File: config.mk
export PLATFORM = sky130hd
export DESIGN_NAME = ecc_elgamal_seq_flat
export DESIGN_NICKNAME = d
export VERILOG_FILES = /design/src/rtl/ecc_elgamal_seq_pkg.sv /design/src/rtl/ecc_elgamal_seq_if.sv /design/src/rtl/ecc_elgamal_seq_mult.sv /design/src/rtl/ecc_elgamal_seq.sv /design/src/flat_wrapper.sv
export SDC_FILE = /design/constraint.sdc
export NUM_CORES = 1
export LEC_CHECK = 0
export CAP_MARGIN = 20
export CORE_UTILIZATION = 23
export CTS_CLUSTER_SIZE = 16
export DETAILED_ROUTE_END_ITERATION = 10
export GPL_TIMING_DRIVEN = 0
export PLACE_DENSITY = 0.5
export SYNTH_ARGS = -nofsm -noshare
export SYNTH_HDL_FRONTEND = slang
export SYNTH_SLANG_ARGS = --single-unit
File: constraint.sdc
create_clock -name clk -period 2 [get_ports clk]
set_input_delay 0.6 -clock clk [delete_from_list [all_inputs] [get_ports clk]]
set_output_delay 0.6 -clock clk [all_outputs]
set_load 0.05 [all_outputs]
File: src/rtl/ecc_elgamal_seq_pkg.sv
// ecc_elgamal_seq_pkg: shared op codes, state encoding and point helpers for the ElGamal sequencer
package ecc_elgamal_seq_pkg;
  localparam logic OP_DBL = 1'b0;
  localparam logic OP_ADD = 1'b1;
  // helpers take coordinates zero-extended to NMAX, so field widths up to NMAX are supported
  localparam int NMAX = 64;
  typedef enum logic [2:0] {IDLE, SCAN, MDBL, MADD, WAIT, FADD, FIN} state_e;
  function automatic logic pt_is_inf(input logic [NMAX-1:0] z);
    return z == '0;
  endfunction
  function automatic logic [NMAX-1:0] pt_neg_y(input logic [NMAX-1:0] x, input logic [NMAX-1:0] y);
    return x ^ y;
  endfunction
endpackage

File: src/rtl/ecc_elgamal_seq_if.sv
// ecc_elgamal_seq_if: request/ack bus between the sequencer and the external point unit
interface ecc_elgamal_seq_if #(parameter int N = 3);
  logic           op_req;
  logic           op_code;
  logic [3*N-1:0] op_a;
  logic [3*N-1:0] op_b;
  logic           op_ack;
  logic [3*N-1:0] op_res;
  modport master (output op_req, op_code, op_a, op_b, input op_ack, op_res);
  modport slave (input op_req, op_code, op_a, op_b, output op_ack, op_res);
endinterface

File: src/rtl/ecc_elgamal_seq_mult.sv
// ecc_scalar_mult: left-to-right double-and-add over an external point unit, or a single ADD(a_i, b_i)
module ecc_scalar_mult
  import ecc_elgamal_seq_pkg::*;
#(
  parameter int N   = 3,
  parameter int K   = 3,
  parameter int TMO = 1024
) (
  input  logic                   clk,
  input  logic                   rst_n,
  input  logic                   go_i,
  input  logic                   single_i,
  input  logic [K-1:0]           scalar_i,
  input  logic [3*N-1:0]         a_i,
  input  logic [3*N-1:0]         b_i,
  output logic                   done_o,
  output logic                   err_o,
  output logic [3*N-1:0]         res_o,
  ecc_elgamal_seq_if.master      op
);
  localparam int CW = $clog2(K + 1);
  localparam int WW = $clog2(TMO + 1);
  localparam logic [3*N-1:0] PT_INF = {{N{1'b0}}, N'(1), {N{1'b0}}};
  state_e st_q, st_d;
  logic [K-1:0] sc_q, sc_d;
  logic [CW-1:0] n_q, n_d;
  logic [WW-1:0] w_q, w_d;
  logic [3*N-1:0] acc_q, acc_d, base_q, base_d, opa_q, opa_d, opb_q, opb_d;
  logic req_q, req_d, code_q, code_d, done_q, done_d, err_q, err_d;
  assign op.op_req  = req_q;
  assign op.op_code = code_q;
  assign op.op_a    = opa_q;
  assign op.op_b    = opb_q;
  assign done_o     = done_q;
  assign err_o      = err_q;
  assign res_o      = acc_q;
  // n_q counts leading zeros while scanning, then holds the scalar bits still to process
  always_comb begin
    st_d   = st_q;
    sc_d   = sc_q;
    n_d    = n_q;
    w_d    = w_q;
    acc_d  = acc_q;
    base_d = base_q;
    opa_d  = opa_q;
    opb_d  = opb_q;
    req_d  = req_q;
    code_d = code_q;
    done_d = 1'b0;
    err_d  = err_q;
    case (st_q)
      IDLE: if (go_i) begin
        acc_d  = a_i;
        base_d = single_i ? b_i : a_i;
        sc_d   = scalar_i;
        n_d    = single_i ? CW'(1) : '0;
        err_d  = 1'b0;
        st_d   = single_i ? MADD : SCAN;
      end
      SCAN: begin
        sc_d = sc_q << 1;
        if (sc_q[K-1]) begin
          acc_d  = base_q;
          n_d    = CW'(K - 1) - n_q;
          done_d = n_q == CW'(K - 1);
          st_d   = done_d ? IDLE : MDBL;
        end else begin
          n_d = n_q + CW'(1);
          if (n_q == CW'(K - 1)) begin
            acc_d  = PT_INF;
            done_d = 1'b1;
            st_d   = IDLE;
          end
        end
      end
      MDBL, MADD: begin
        req_d  = 1'b1;
        w_d    = '0;
        code_d = (st_q == MADD) ? OP_ADD : OP_DBL;
        opa_d  = acc_q;
        opb_d  = base_q;
        st_d   = WAIT;
      end
      WAIT: if (op.op_ack) begin
        req_d = 1'b0;
        acc_d = op.op_res;
        if (code_q == OP_DBL && sc_q[K-1]) st_d = MADD;
        else begin
          sc_d   = sc_q << 1;
          n_d    = n_q - CW'(1);
          done_d = n_q == CW'(1);
          st_d   = done_d ? IDLE : MDBL;
        end
      end else if (w_q == WW'(TMO - 1)) begin
        req_d  = 1'b0;
        err_d  = 1'b1;
        done_d = 1'b1;
        st_d   = IDLE;
      end else w_d = w_q + WW'(1);
      default: st_d = IDLE;
    endcase
  end
  always_ff @(posedge clk or negedge rst_n)
    if (!rst_n) begin
      st_q   <= IDLE;
      sc_q   <= '0;
      n_q    <= '0;
      w_q    <= '0;
      acc_q  <= '0;
      base_q <= '0;
      opa_q  <= '0;
      opb_q  <= '0;
      req_q  <= 1'b0;
      code_q <= 1'b0;
      done_q <= 1'b0;
      err_q  <= 1'b0;
    end else begin
      st_q   <= st_d;
      sc_q   <= sc_d;
      n_q    <= n_d;
      w_q    <= w_d;
      acc_q  <= acc_d;
      base_q <= base_d;
      opa_q  <= opa_d;
      opb_q  <= opb_d;
      req_q  <= req_d;
      code_q <= code_d;
      done_q <= done_d;
      err_q  <= err_d;
    end
endmodule

File: src/rtl/ecc_elgamal_seq.sv
// ecc_elgamal_seq: ElGamal encrypt/decrypt sequencer driving one reused scalar multiplier
module ecc_elgamal_seq
  import ecc_elgamal_seq_pkg::*;
#(
  parameter int N   = 3,
  parameter int K   = 3,
  parameter int TMO = 1024
) (
  input  logic              clk,
  input  logic              rst_n,
  input  logic              start_i,
  input  logic              mode_i,
  input  logic [K-1:0]      scalar_i,
  input  logic [3*N-1:0]    a_pt_i,
  input  logic [3*N-1:0]    b_pt_i,
  input  logic [3*N-1:0]    msg_pt_i,
  output logic              busy_o,
  output logic              done_o,
  output logic              err_o,
  output logic [3*N-1:0]    out1_pt_o,
  output logic [3*N-1:0]    out2_pt_o,
  ecc_elgamal_seq_if.master op
);
  state_e st_q, st_d;
  logic mode_q, mode_d, pass_q, pass_d, busy_q, busy_d, err_q, err_d;
  logic [K-1:0] scalar_q, scalar_d;
  logic [3*N-1:0] b_q, b_d, msg_q, msg_d, c1_q, c1_d, s_q, s_d, out1_q, out1_d, out2_q, out2_d;
  logic sm_go, sm_done, sm_err;
  logic [K-1:0] sm_scalar;
  logic [3*N-1:0] sm_a, sm_res, res_neg;
  logic s_inf, msg_inf;
  ecc_scalar_mult #(.N(N), .K(K), .TMO(TMO)) u_mult (
    .clk, .rst_n, .go_i(sm_go), .single_i(st_q == FADD), .scalar_i(sm_scalar),
    .a_i(sm_a), .b_i(s_q), .done_o(sm_done), .err_o(sm_err), .res_o(sm_res), .op(op)
  );
  assign res_neg   = {sm_res[3*N-1:2*N],
                      N'(pt_neg_y(NMAX'(sm_res[3*N-1:2*N]), NMAX'(sm_res[2*N-1:N]))),
                      sm_res[N-1:0]};
  assign s_inf     = pt_is_inf(NMAX'(s_q[N-1:0]));
  assign msg_inf   = pt_is_inf(NMAX'(msg_q[N-1:0]));
  assign busy_o    = busy_q;
  assign done_o    = st_q == FIN;
  assign err_o     = err_q;
  assign out1_pt_o = out1_q;
  assign out2_pt_o = out2_q;
  always_comb begin
    st_d      = st_q;
    mode_d    = mode_q;
    pass_d    = pass_q;
    busy_d    = busy_q;
    err_d     = err_q;
    scalar_d  = scalar_q;
    b_d       = b_q;
    msg_d     = msg_q;
    c1_d      = c1_q;
    s_d       = s_q;
    out1_d    = out1_q;
    out2_d    = out2_q;
    sm_go     = 1'b0;
    sm_a      = (st_q == IDLE) ? a_pt_i : (st_q == FADD) ? msg_q : b_q;
    sm_scalar = (st_q == IDLE) ? scalar_i : scalar_q;
    case (st_q)
      IDLE: if (start_i) begin
        sm_go    = 1'b1;
        mode_d   = mode_i;
        scalar_d = scalar_i;
        b_d      = b_pt_i;
        msg_d    = msg_pt_i;
        pass_d   = 1'b0;
        busy_d   = 1'b1;
        err_d    = 1'b0;
        c1_d     = '0;
        out1_d   = '0;
        out2_d   = '0;
        st_d     = SCAN;
      end
      // a zero scalar makes k*Q infinity too, so the second encrypt pass is skipped
      SCAN: if (sm_done) begin
        if (sm_err) begin
          busy_d = 1'b0;
          err_d  = 1'b1;
          st_d   = FIN;
        end else if (!mode_q && !pass_q && scalar_q != '0) begin
          sm_go  = 1'b1;
          c1_d   = sm_res;
          pass_d = 1'b1;
        end else begin
          c1_d = (mode_q || pass_q) ? c1_q : sm_res;
          s_d  = mode_q ? res_neg : sm_res;
          st_d = FADD;
        end
      end
      FADD: if (s_inf || msg_inf) begin
        out1_d = c1_q;
        out2_d = s_inf ? msg_q : s_q;
        busy_d = 1'b0;
        st_d   = FIN;
      end else begin
        sm_go = 1'b1;
        st_d  = WAIT;
      end
      WAIT: if (sm_done) begin
        err_d  = sm_err;
        out1_d = sm_err ? '0 : c1_q;
        out2_d = sm_err ? '0 : sm_res;
        busy_d = 1'b0;
        st_d   = FIN;
      end
      FIN: st_d = IDLE;
      default: st_d = IDLE;
    endcase
  end
  always_ff @(posedge clk or negedge rst_n)
    if (!rst_n) begin
      st_q     <= IDLE;
      mode_q   <= 1'b0;
      pass_q   <= 1'b0;
      busy_q   <= 1'b0;
      err_q    <= 1'b0;
      scalar_q <= '0;
      b_q      <= '0;
      msg_q    <= '0;
      c1_q     <= '0;
      s_q      <= '0;
      out1_q   <= '0;
      out2_q   <= '0;
    end else begin
      st_q     <= st_d;
      mode_q   <= mode_d;
      pass_q   <= pass_d;
      busy_q   <= busy_d;
      err_q    <= err_d;
      scalar_q <= scalar_d;
      b_q      <= b_d;
      msg_q    <= msg_d;
      c1_q     <= c1_d;
      s_q      <= s_d;
      out1_q   <= out1_d;
      out2_q   <= out2_d;
    end
endmodule
File: src/flat_wrapper.sv
// flat-port wrapper written by rule: the top's interface ports become plain ports
module ecc_elgamal_seq_flat import ecc_elgamal_seq_pkg::*;
#(
  parameter int N   = 3,
  parameter int K   = 3,
  parameter int TMO = 1024
)
  (clk, rst_n, start_i, mode_i, scalar_i, a_pt_i, b_pt_i, msg_pt_i, busy_o, done_o, err_o, out1_pt_o, out2_pt_o, op_op_req, op_op_code, op_op_a, op_op_b, op_op_ack, op_op_res);
  ecc_elgamal_seq_if #(.N(N)) op_i ();
  input  logic clk;
  input  logic rst_n;
  input  logic start_i;
  input  logic mode_i;
  input  logic [K-1:0] scalar_i;
  input  logic [3*N-1:0] a_pt_i;
  input  logic [3*N-1:0] b_pt_i;
  input  logic [3*N-1:0] msg_pt_i;
  output logic busy_o;
  output logic done_o;
  output logic err_o;
  output logic [3*N-1:0] out1_pt_o;
  output logic [3*N-1:0] out2_pt_o;
  output wire logic [$bits(op_i.op_req)-1:0] op_op_req;
  output wire logic [$bits(op_i.op_code)-1:0] op_op_code;
  output wire logic [$bits(op_i.op_a)-1:0] op_op_a;
  output wire logic [$bits(op_i.op_b)-1:0] op_op_b;
  input wire logic [$bits(op_i.op_ack)-1:0] op_op_ack;
  input wire logic [$bits(op_i.op_res)-1:0] op_op_res;
  assign op_op_req = op_i.op_req;
  assign op_op_code = op_i.op_code;
  assign op_op_a = op_i.op_a;
  assign op_op_b = op_i.op_b;
  assign op_i.op_ack = op_op_ack;
  assign op_i.op_res = op_op_res;
  ecc_elgamal_seq #(.N(N), .K(K), .TMO(TMO)) u_core (.clk(clk), .rst_n(rst_n), .start_i(start_i), .mode_i(mode_i), .scalar_i(scalar_i), .a_pt_i(a_pt_i), .b_pt_i(b_pt_i), .msg_pt_i(msg_pt_i), .busy_o(busy_o), .done_o(done_o), .err_o(err_o), .out1_pt_o(out1_pt_o), .out2_pt_o(out2_pt_o), .op(op_i));
endmodule
==> results of run 1 <==
-- critical path: stages (launching register included) --
cell and delay [ps]:
dfrtp_2 430, buf_6 160, buf_6 140, nor2_4 110
buf_8 150
-- per-stage QoR --
stage	TNS [ps]	instances	cell area [sq um]	hold WS [ps]	total power, mW
final	-21.8	1080	8320	157	14.9
after global routing	-1170	1080	8320	203	15.8
after detailed placement	-44120	1021	7250	470	10.7
after global placement	-644320	1020	7230	462	10.7
after floorplan	0	606	5970	304	8.53
after CTS	-427	1065	8060	179	14.5
-- worst min-delay path by stage --
stage	end	slack, ps	depth (start not counted)
5_1_grt	u_core.u_mult.op.op_b[5]	200	1
3_3_place_gp	u_core.u_mult.op.op_b[2]	460	2
2_1_floorplan	u_core.b_q[0]	300	0
6_report	u_core.u_mult.op.op_b[5]	160	1
4_1_cts	u_core.u_mult.op.op_a[8]	180	1
3_5_place_dp	u_core.u_mult.op.op_b[2]	470	2
-- registers in the layout, indices dropped and copies added, names as in the netlist, 2 cells and up --
register,flops
u_core.u_mult.op.op_b,9
u_core.b_q,9
u_core.u_mult.n_q,2
u_core.u_mult.base_q,9
u_core.u_mult.op.op_a,9
u_core.msg_q,9
u_core.u_mult.sc_q,3
u_core.st_q,3
u_core.out2_pt_o,9
u_core.u_mult.res_o,9
u_core.s_q,9
u_core.out1_pt_o,9
u_core.u_mult.w_q,11
u_core.u_mult.st_q,3
u_core.c1_q,9
u_core.scalar_q,3
-- Yosys cell counts, types with 2 or more instances --
cell | instances | share of area, %
mux2i_1 | 12 | 2.0
inv_1 | 8 | 0.50
mux2_2 | 30 | 5.7
o31ai_1 | 9 | 1.1
nor3_2 | 2 | 0.34
a222oi_1 | 8 | 1.3
or3_1 | 3 | 0.31
or2_1 | 2 | 0.21
a21oi_1 | 40 | 3.4
nand2_1 | 122 | 7.7
buf_4 | 5 | 0.63
nor3_1 | 18 | 1.5
mux2_1 | 2 | 0.38
buf_6 | 2 | 0.38
a31oi_1 | 5 | 0.52
a211oi_1 | 11 | 1.4
o31ai_2 | 2 | 0.42
buf_1 | 2 | 0.13
nand3_1 | 5 | 0.42
and2_1 | 2 | 0.21
buf_2 | 13 | 1.1
and4_1 | 2 | 0.29
dfrtp_1 | 123 | 52
nand2b_1 | 10 | 1.0
nand3b_1 | 2 | 0.25
xor2_1 | 8 | 1.2
o21ai_0 | 44 | 3.7
o21ai_1 | 10 | 0.84
nand4_1 | 5 | 0.52
nor2_1 | 34 | 2.1
clkbuf_1 | 16 | 1.0
a22o_1 | 14 | 2.1
ha_1 | 3 | 0.63
o22ai_1 | 9 | 0.94
-- layout make-up --
class	count	area (sq um)
Inverter	8	30.0
Timing Repair Buffer	114	1040
Buffer	36	249
Tap cell	330	413
Multi-Input combinational cell	437	2870
Fill cell	2637	17000
Clock buffer	19	443
Sequential cell	123	3080
Clock inverter	13	198
-- layer usage --
layer  vias to the layer above  GRT usage (%)
met2                       125           22.5
met1                      2532           19.2
met5                         -              0
met3                        21           2.92
li1                       2440              -
met4                         0           5.48
-- repair_timing --
item	in CTS	in global routing
setup endpoints to repair	118	61
gates resized for setup	83	47
pin swaps	4	8
setup buffers	12	17
cloned	0	0
-- power breakdown --
group / leakage, nW / total (mW) / switching [mW] / internal (mW)
combinational: 1.83 / 7.19 / 4.34 / 2.86
clock: 0.309 / 3.38 / 1.15 / 2.23
sequential: 1.59 / 4.33 / 0.920 / 3.41
total: 3.73 / 14.9 / 6.40 / 8.50
-- logic make-up after synthesis --
family	synth area share, %
AOI/OAI and AO/OA	17.5
xor gates and xnor gates	1.18
adders and majority gates	0.630
buffers and inverters	3.73
DFF	51.6
muxes	8.06
and+or+nand+nor	17.2
==> run metrics, run 1 <==
outcome=complete, but fails checks; failing checks=negative setup slack; Nets=just under 800; Crit. Startpoint=u_core.st_q[0]; via/cell ratio=between 4 and 5; Slew Limit Fails=0; CTS H-tree lvls=4; drt pass-1 iters=6; CP Class=reg -> out; final core utilization=32.9%; min Tclk post-route=2020 ps; type of origin of the critical path=flop; FF-to-FF End=u_core.u_mult.sc_q[1]; uppermost layer routed=met4; reg2reg setup slack=0 ps; Post-synth EDFFs=0; cells after synthesis=606; most frequent cells in the layout=nand2_1 (121), dfrtp_1 (121), dlygate4sd2_1 (41); Core Rows=58; core area=0.0253 sq mm; Final Cycle Share=101%; global route total overflow=0; largest net degree at the start of global routing=68; final worst slack=-21.8 ps; DRT iter0 DRCs=268; Yosys cell types=57; Seq/Total Area, Yosys=51.6%; final hold viol count=0; Mapped Avg Cell Area=about 9.8 sq um; # DRC=0; die footprint=0.0266 sq mm; Antenna Nets Post-Route=0; detailed placement HPWL=13.3 mm; Worst setup EP type=primary output; unrepaired setup endpoints after global routing=true; initial antenna violation count=0; met3 WL=788 um; Buffers on Ports=84; layout cell share with drive strength beyond 1=22.7%; DR WL met2=between 8 and 9 mm; Slew HR=62.4%; overall routed net length=18.5 mm; Async S/R FF share, synth=100%; initial core utilization=23.5%; # clock sinks=approximately 120; mapped cell area=0.00596 sq mm; Die Y=163 um; crit-path max FO=10; Clock Skews=11.7 ps; most used flip-flop cell after synthesis=dfrtp_1; CTS Buf Count=17; area delta synth->final=39.6%; All-Layer GR Usage=14.3%; Mapped Nets=653; RD Place Congestion=0.783; Worst Path Required=between 1000 and 1500 ps; Reg2Reg Depth=8; vias in the first global route=5013; vias=a little over 5000; die width=163 um; maximum buffer depth of the clock tree=2; yosys warns=0; CTS tree=yes; CP endpoint=done_o; DP Worst Slack=-731 ps; Power Density=1790 mW/mm^2; HP Class=in -> async; Synth Register Bits=approximately 120; final setup fails=1; root buf cell=clkbuf_16; Pleak=3.73 nW; drt wl/cell=17.2 um; Worst-path clk slew=60 ps; # diodes=0; Max IR drop VDD=0.847 mV; io pins=85; Max Cap Viol=0; Worst R2R Start=u_core.st_q[2]; first-pass GRT wire length=about 29 mm; Hold-fix buffers, CTS=0; max frequency=0.495 GHz; Critical Path AT=1420 ps; Worst-Margin Slew=563 ps; routed length on met1=8.53 mm; worst skew pair latency=420 ps
Note: power is estimated with default switching activity, not from simulation.
==> inputs of run 2 (changes only) <==
--- a/config.mk
+++ b/config.mk
@@ -6,11 +6,14 @@
 export NUM_CORES = 1
 export LEC_CHECK = 0
 export CAP_MARGIN = 20
+export CELL_PAD_IN_SITES_DETAIL_PLACEMENT = 0
+export CELL_PAD_IN_SITES_GLOBAL_PLACEMENT = 1
 export CORE_UTILIZATION = 23
 export CTS_CLUSTER_SIZE = 16
 export DETAILED_ROUTE_END_ITERATION = 10
 export GPL_TIMING_DRIVEN = 0
-export PLACE_DENSITY = 0.5
+export PLACE_DENSITY = 0.59
+export SLEW_MARGIN = 10
 export SYNTH_ARGS = -nofsm -noshare
 export SYNTH_HDL_FRONTEND = slang
 export SYNTH_SLANG_ARGS = --single-unit
==> run metrics, run 2 (synthesis gave the netlist of run 1 again) <==
DRT iter0 DRCs=393 (was 268); first-pass GRT wire length=28.9 mm (was 28.7 mm); Top reg by flops=u_core.u_mult.w_q (unchanged); Core Rows=58 (unchanged); CTS H-tree lvls=4 (unchanged); detailed placement HPWL=13.4 mm (was 13.3 mm); CTS Buf Count=17 (unchanged); Worst setup EP type=primary output (unchanged); core area=0.0253 sq mm (unchanged); type of origin of the critical path=flop (unchanged); maximum buffer depth of the clock tree=2 (unchanged); root buf cell=clkbuf_16 (unchanged); Die Y=163 um (unchanged); Pint=8.28 mW (was 8.50 mW); Setup TNS=-73.9 ps (was -21.8 ps); Slew Limit Fails=0 (unchanged); most frequent cells in the layout=nand2_1 (122), dfrtp_1 (120), dlygate4sd2_1 (41) (was nand2_1 (121), dfrtp_1 (121), dlygate4sd2_1 (41)); Clock Skews=6.41 ps (was 11.7 ps); Antenna Nets Post-Route=0 (unchanged); final worst slack=-73.2 ps (was -21.8 ps); initial core utilization=23.5% (unchanged); Clock Power Share=21.1% (was 22.6%); CP Class=reg -> out (unchanged); commonest non-fill, non-tap cell in the layout=nand2_1; max frequency=0.482 GHz (was 0.495 GHz); Slew HR=60.2% (was 62.4%); failing checks=negative setup slack (unchanged); vias=5037 (was 5118); Psw=6.41 mW (was 6.40 mW); FF-to-FF End=u_core.u_mult.sc_q[1] (unchanged); final hold viol count=0 (unchanged); overall routed net length=18.6 mm (was 18.5 mm); largest net degree at the start of global routing=63 (was 68); reg2reg setup slack=0 ps (about the same); global route total overflow=0 (unchanged); Hold-fix buffers, CTS=0 (unchanged); die width=163 um (unchanged); Buffers on Ports=84 (unchanged); final setup fails=2 (was 1); area delta synth->final=39.2% (was 39.6%); All-Layer GR Usage=14.6% (was 14.3%); Power Density=1770 mW/mm^2 (was 1790 mW/mm^2); initial antenna violation count=0 (unchanged); via/cell ratio=4.68 (was 4.74); Critical Path AT=1470 ps (was 1420 ps); min Tclk post-route=2070 ps (was 2020 ps); Max IR drop VDD=0.678 mV (was 0.847 mV); Worst-Margin Slew=597 ps (was 563 ps); Placed Instance Area=0.00725 sq mm (unchanged); combinational share of power=49.1% (was 48.3%); # DRC=0 (unchanged); Final Cycle Share=104% (was 101%); sw frac=43.6% (was 43.0%); Reg power frac=29.9% (was 29.1%); Reg2Reg Depth=8 (unchanged); HP Class=in -> async (unchanged); Worst R2R Start=u_core.st_q[2] (unchanged); unrepaired setup endpoints after global routing=true (unchanged); # diodes=0 (unchanged); Pleak=3.71 nW (was 3.73 nW); # clock sinks=123 (unchanged); Max Cap Viol=0 (unchanged); io pins=85 (unchanged); drt wl/cell=17.3 um (was 17.2 um); layout cell share with drive strength beyond 1=22.3% (was 22.7%); RD Place Congestion=0.807 (was 0.783); worst skew pair latency=420 ps (about the same); drt pass-1 iters=5 (was 6); DP Worst Slack=-716 ps (was -731 ps); max reg flops=11 (unchanged); die footprint=0.0266 sq mm (unchanged); outcome=complete, but fails checks (unchanged); CTS tree=yes (unchanged); Nets=781 (was 784); Worst-path clk slew=60 ps (about the same); Design Area, Final=0.00830 sq mm (was 0.00832 sq mm); Worst Path Required=1400 ps (about the same); vias in the first global route=4955 (was 5013); crit-path max FO=10 (unchanged)
[run 2: layout make-up]
cell class | instances | area, sq um
Fill cell | 2659 | 17000
Sequential cell | 123 | 3080
Multi-Input combinational cell | 438 | 2900
Timing Repair Buffer | 110 | 1030
Clock buffer | 25 | 505
Tap cell | 330 | 413
Buffer | 36 | 258
Clock inverter | 6 | 85.1
Inverter | 8 | 30.0
[run 2: through the flow]
step | cells | utilization, % | hold slack, ps | total power, mW
5_1_grt | 1076 | 32.8 | 210 | 15.6
3_3_place_gp | 1020 | 28.5 | 462 | 10.8
3_5_place_dp | 1021 | 28.6 | 462 | 10.8
6_report | 1076 | 32.8 | 165 | 14.7
4_1_cts | 1058 | 31.6 | 183 | 14.2
2_1_floorplan | 606 | - | 304 | 8.53
[run 2: what timing repair did]
item	4_1_cts	5_1_grt
cloned	1	2
resized for setup	92	52
pin swaps	1	9
buffers inserted	5	18
setup endpoints to repair	121	57
[run 2: critical path, cell delays in order (launching register included)]
cell     delay (ps)
dfrtp_1         340
buf_6           130
buf_8           140
buf_8           110
nand2_1          70
nor2_4          100
buf_8           150
[run 2: how the worst max path moves through the flow]
stage | from | endpoint | slack (ps) | depth (start not counted)
2_1_floorplan | u_core.st_q[2] | done_o | 150 | 5
3_3_place_gp | rst_n | u_core.b_q[3] | -4840 | 1
3_5_place_dp | start_i | u_core.u_mult.sc_q[1] | -720 | 6
4_1_cts | u_core.st_q[2] | done_o | -160 | 6
5_1_grt | u_core.st_q[2] | done_o | -130 | 6
6_report | u_core.st_q[2] | done_o | -70 | 6
[run 2: per-layer routing]
| layer | vias up | GRT usage [%] | wire length [um] |
|---|---|---|---|
| met5 | - | 0 | 0 |
| met4 | 0 | 6.03 | 351 |
| met3 | 22 | 2.72 | 627 |
| met2 | 103 | 22.5 | 8750 |
| met1 | 2474 | 20.0 | 8880 |
| li1 | 2438 | - | - |
[run 2: power by group through the flow]
stage               registers (mW)  logic, mW  clock network [mW]
floorplan                     4.97       3.55                   0
global placement              4.39       6.36                   0
detailed placement            4.40       6.39                   0
CTS                           4.38       6.67                3.17
global route                  4.51       7.84                3.27
finish                        4.39       7.21                3.09
==> inputs of run 3 (changes only) <==
--- a/config.mk
+++ b/config.mk
@@ -13,6 +13,8 @@
 export DETAILED_ROUTE_END_ITERATION = 10
 export GPL_TIMING_DRIVEN = 0
 export PLACE_DENSITY = 0.59
+export REMOVE_ABC_BUFFERS = 1
+export SKIP_CTS_REPAIR_TIMING = 1
 export SLEW_MARGIN = 10
 export SYNTH_ARGS = -nofsm -noshare
 export SYNTH_HDL_FRONTEND = slang
==> run metrics, run 3 (synthesis gave the netlist of run 1 again) <==
outcome=complete, but fails checks (unchanged); failing checks=negative setup slack (unchanged); initial antenna violation count=0 (unchanged); HP Class=in -> async (unchanged); final hold viol count=0 (unchanged); RD Place Congestion=0.783 (was 0.807); # diodes=0 (unchanged); die width=163 um (unchanged); core area=0.0253 sq mm (unchanged); # clock sinks=123 (unchanged); final setup fails=3 (was 2); Psw=6.58 mW (was 6.41 mW); Buffers on Ports=84 (unchanged); drt wl/cell=17.6 um (was 17.3 um); Slew Limit Fails=0 (unchanged); crit-path max FO=6 (was 10); CTS Buf Count=17 (unchanged); max frequency=0.473 GHz (was 0.482 GHz); max reg flops=11 (unchanged); unrepaired setup endpoints after global routing=true (unchanged); Clock Skews=7.01 ps (was 6.41 ps); Max Cap Viol=0 (unchanged); area delta synth->final=45.9% (was 39.2%); Core Rows=58 (unchanged); # DRC=0 (unchanged); Die Y=163 um (unchanged); combinational share of power=51.5% (was 49.1%); vias=5142 (was 5037); first-pass GRT wire length=28.6 mm (was 28.9 mm); commonest non-fill, non-tap cell in the layout=nand2_1 (unchanged); final core utilization=34.3% (was 32.8%); CP Class=reg -> reg (was reg -> out); via/cell ratio=4.77 (was 4.68); CTS tree=yes (unchanged); slowest CP cell=dfrtp_2 (was dfrtp_1); io pins=85 (unchanged); CTS H-tree lvls=4 (unchanged); global route total overflow=0 (unchanged); DRT iter0 DRCs=321 (was 393); drt pass-1 iters=6 (was 5); Nets=783 (was 781); All-Layer GR Usage=14.3% (was 14.6%); root buf cell=clkbuf_16 (unchanged); Top reg by flops=u_core.u_mult.w_q (unchanged); worst skew pair latency=420 ps (about the same); die footprint=0.0266 sq mm (unchanged); delay-heaviest family, CP=simple AND/OR/NAND/NOR gates (was buffers and inverters); layout cell share with drive strength beyond 1=25.8% (was 22.3%); largest net degree at the start of global routing=84 (was 63); final worst slack=-115 ps (was -73.2 ps); Pleak=4.30 nW (was 3.71 nW); Max IR drop VDD=0.731 mV (was 0.678 mV); most frequent cells in the layout=nand2_1 (122), dfrtp_1 (117), buf_4 (45) (was nand2_1 (122), dfrtp_1 (120), dlygate4sd2_1 (41)); Reg power frac=29.1% (was 29.9%); Setup TNS=-207 ps (was -73.9 ps); Final Cycle Share=106% (was 104%); max incr delay on CP=450 ps (was 340 ps); Power Total=15.3 mW (was 14.7 mW); Clock Power Share=19.4% (was 21.1%); Power Density=1750 mW/mm^2 (was 1770 mW/mm^2); detailed placement HPWL=12.6 mm (was 13.4 mm); min Tclk post-route=2120 ps (was 2070 ps); sw frac=43.2% (was 43.6%); Worst setup EP type=flop (was primary output); reg2reg setup slack=-120 ps (was 0 ps); overall routed net length=19.0 mm (was 18.6 mm); maximum buffer depth of the clock tree=2 (unchanged); vias in the first global route=4793 (was 4955); Worst-Margin Slew=792 ps (was 597 ps); Slew HR=47.2% (was 60.2%); crit path cell chain=clkbuf_16 -> nand4bb_4 -> nor4b_4 -> buf_4 -> o31ai_4 -> nor2_2 -> mux2_1 (was buf_6 -> buf_8 -> buf_8 -> nand2_1 -> nor2_4 -> buf_8); Buf/Inv on CP=2 (was 4); Worst-path clk slew=60 ps (about the same); Pint=8.67 mW (was 8.28 mW); initial core utilization=23.5% (unchanged); Antenna Nets Post-Route=0 (unchanged); Critical Path AT=2420 ps (was 1470 ps); Worst Path Required=2300 ps (was 1400 ps); type of origin of the critical path=flop (unchanged)
run 3: power by group through the flow:
| stage | logic (mW) | registers (mW) | clock network [mW] |
|---|---|---|---|
| global placement | 5.79 | 4.59 | 0 |
| finish | 7.86 | 4.43 | 2.96 |
| detailed placement | 6.16 | 4.53 | 0 |
| global route | 8.50 | 4.58 | 3.15 |
| CTS | 6.18 | 4.50 | 3.02 |
| floorplan | 3.10 | 5.13 | 0 |
run 3: layout make-up:
| cell class | count | area, sq um |
|---|---|---|
| inverter | 8 | 33.8 |
| multi-input combinational | 438 | 2990 |
| tap | 330 | 413 |
| clock inverter | 7 | 63.8 |
| fill | 2554 | 16600 |
| clock buffer | 25 | 495 |
| sequential | 123 | 3090 |
| timing repair buffer | 148 | 1620 |
run 3: worst paths after layout:
| check | startpoint | to | cells past startpoint |
|---|---|---|---|
| setup reg to reg | u_core.st_q[2] | u_core.u_mult.sc_q[1] | 7 |
| max in group asynchronous | rst_n | u_core.u_mult.st_q[2] | 2 |
| hold reg to reg | u_core.u_mult.op.op_a[6] | u_core.u_mult.op.op_a[6] | 2 |
| setup / recovery | u_core.st_q[2] | u_core.u_mult.sc_q[1] | 7 |
| hold / removal | rst_n | u_core.out1_pt_o[0] | 1 |
| min in group clk | u_core.u_mult.op.op_a[6] | u_core.u_mult.op.op_a[6] | 2 |
run 3: metrics by stage:
step                cells  hold slack (ps)  setup slack, ps  cell area [sq um]
finish               1079             81.9             -115               8700
global route         1079              105             -188               8700
CTS                  1024             91.4            -1180               7780
detailed placement    992              462            -1180               7220
global placement      982              464            -5000               7020
floorplan             568              304            -1050               5770
run 3: routing by layer:
layer | GRT usage [%] | routed length, um | up-vias
met5 | 0 | 0 | -
met4 | 4.46 | 230 | 0
met3 | 3.07 | 842 | 18
met2 | 21.3 | 8700 | 120
met1 | 20.6 | 9250 | 2564
li1 | - | - | 2440
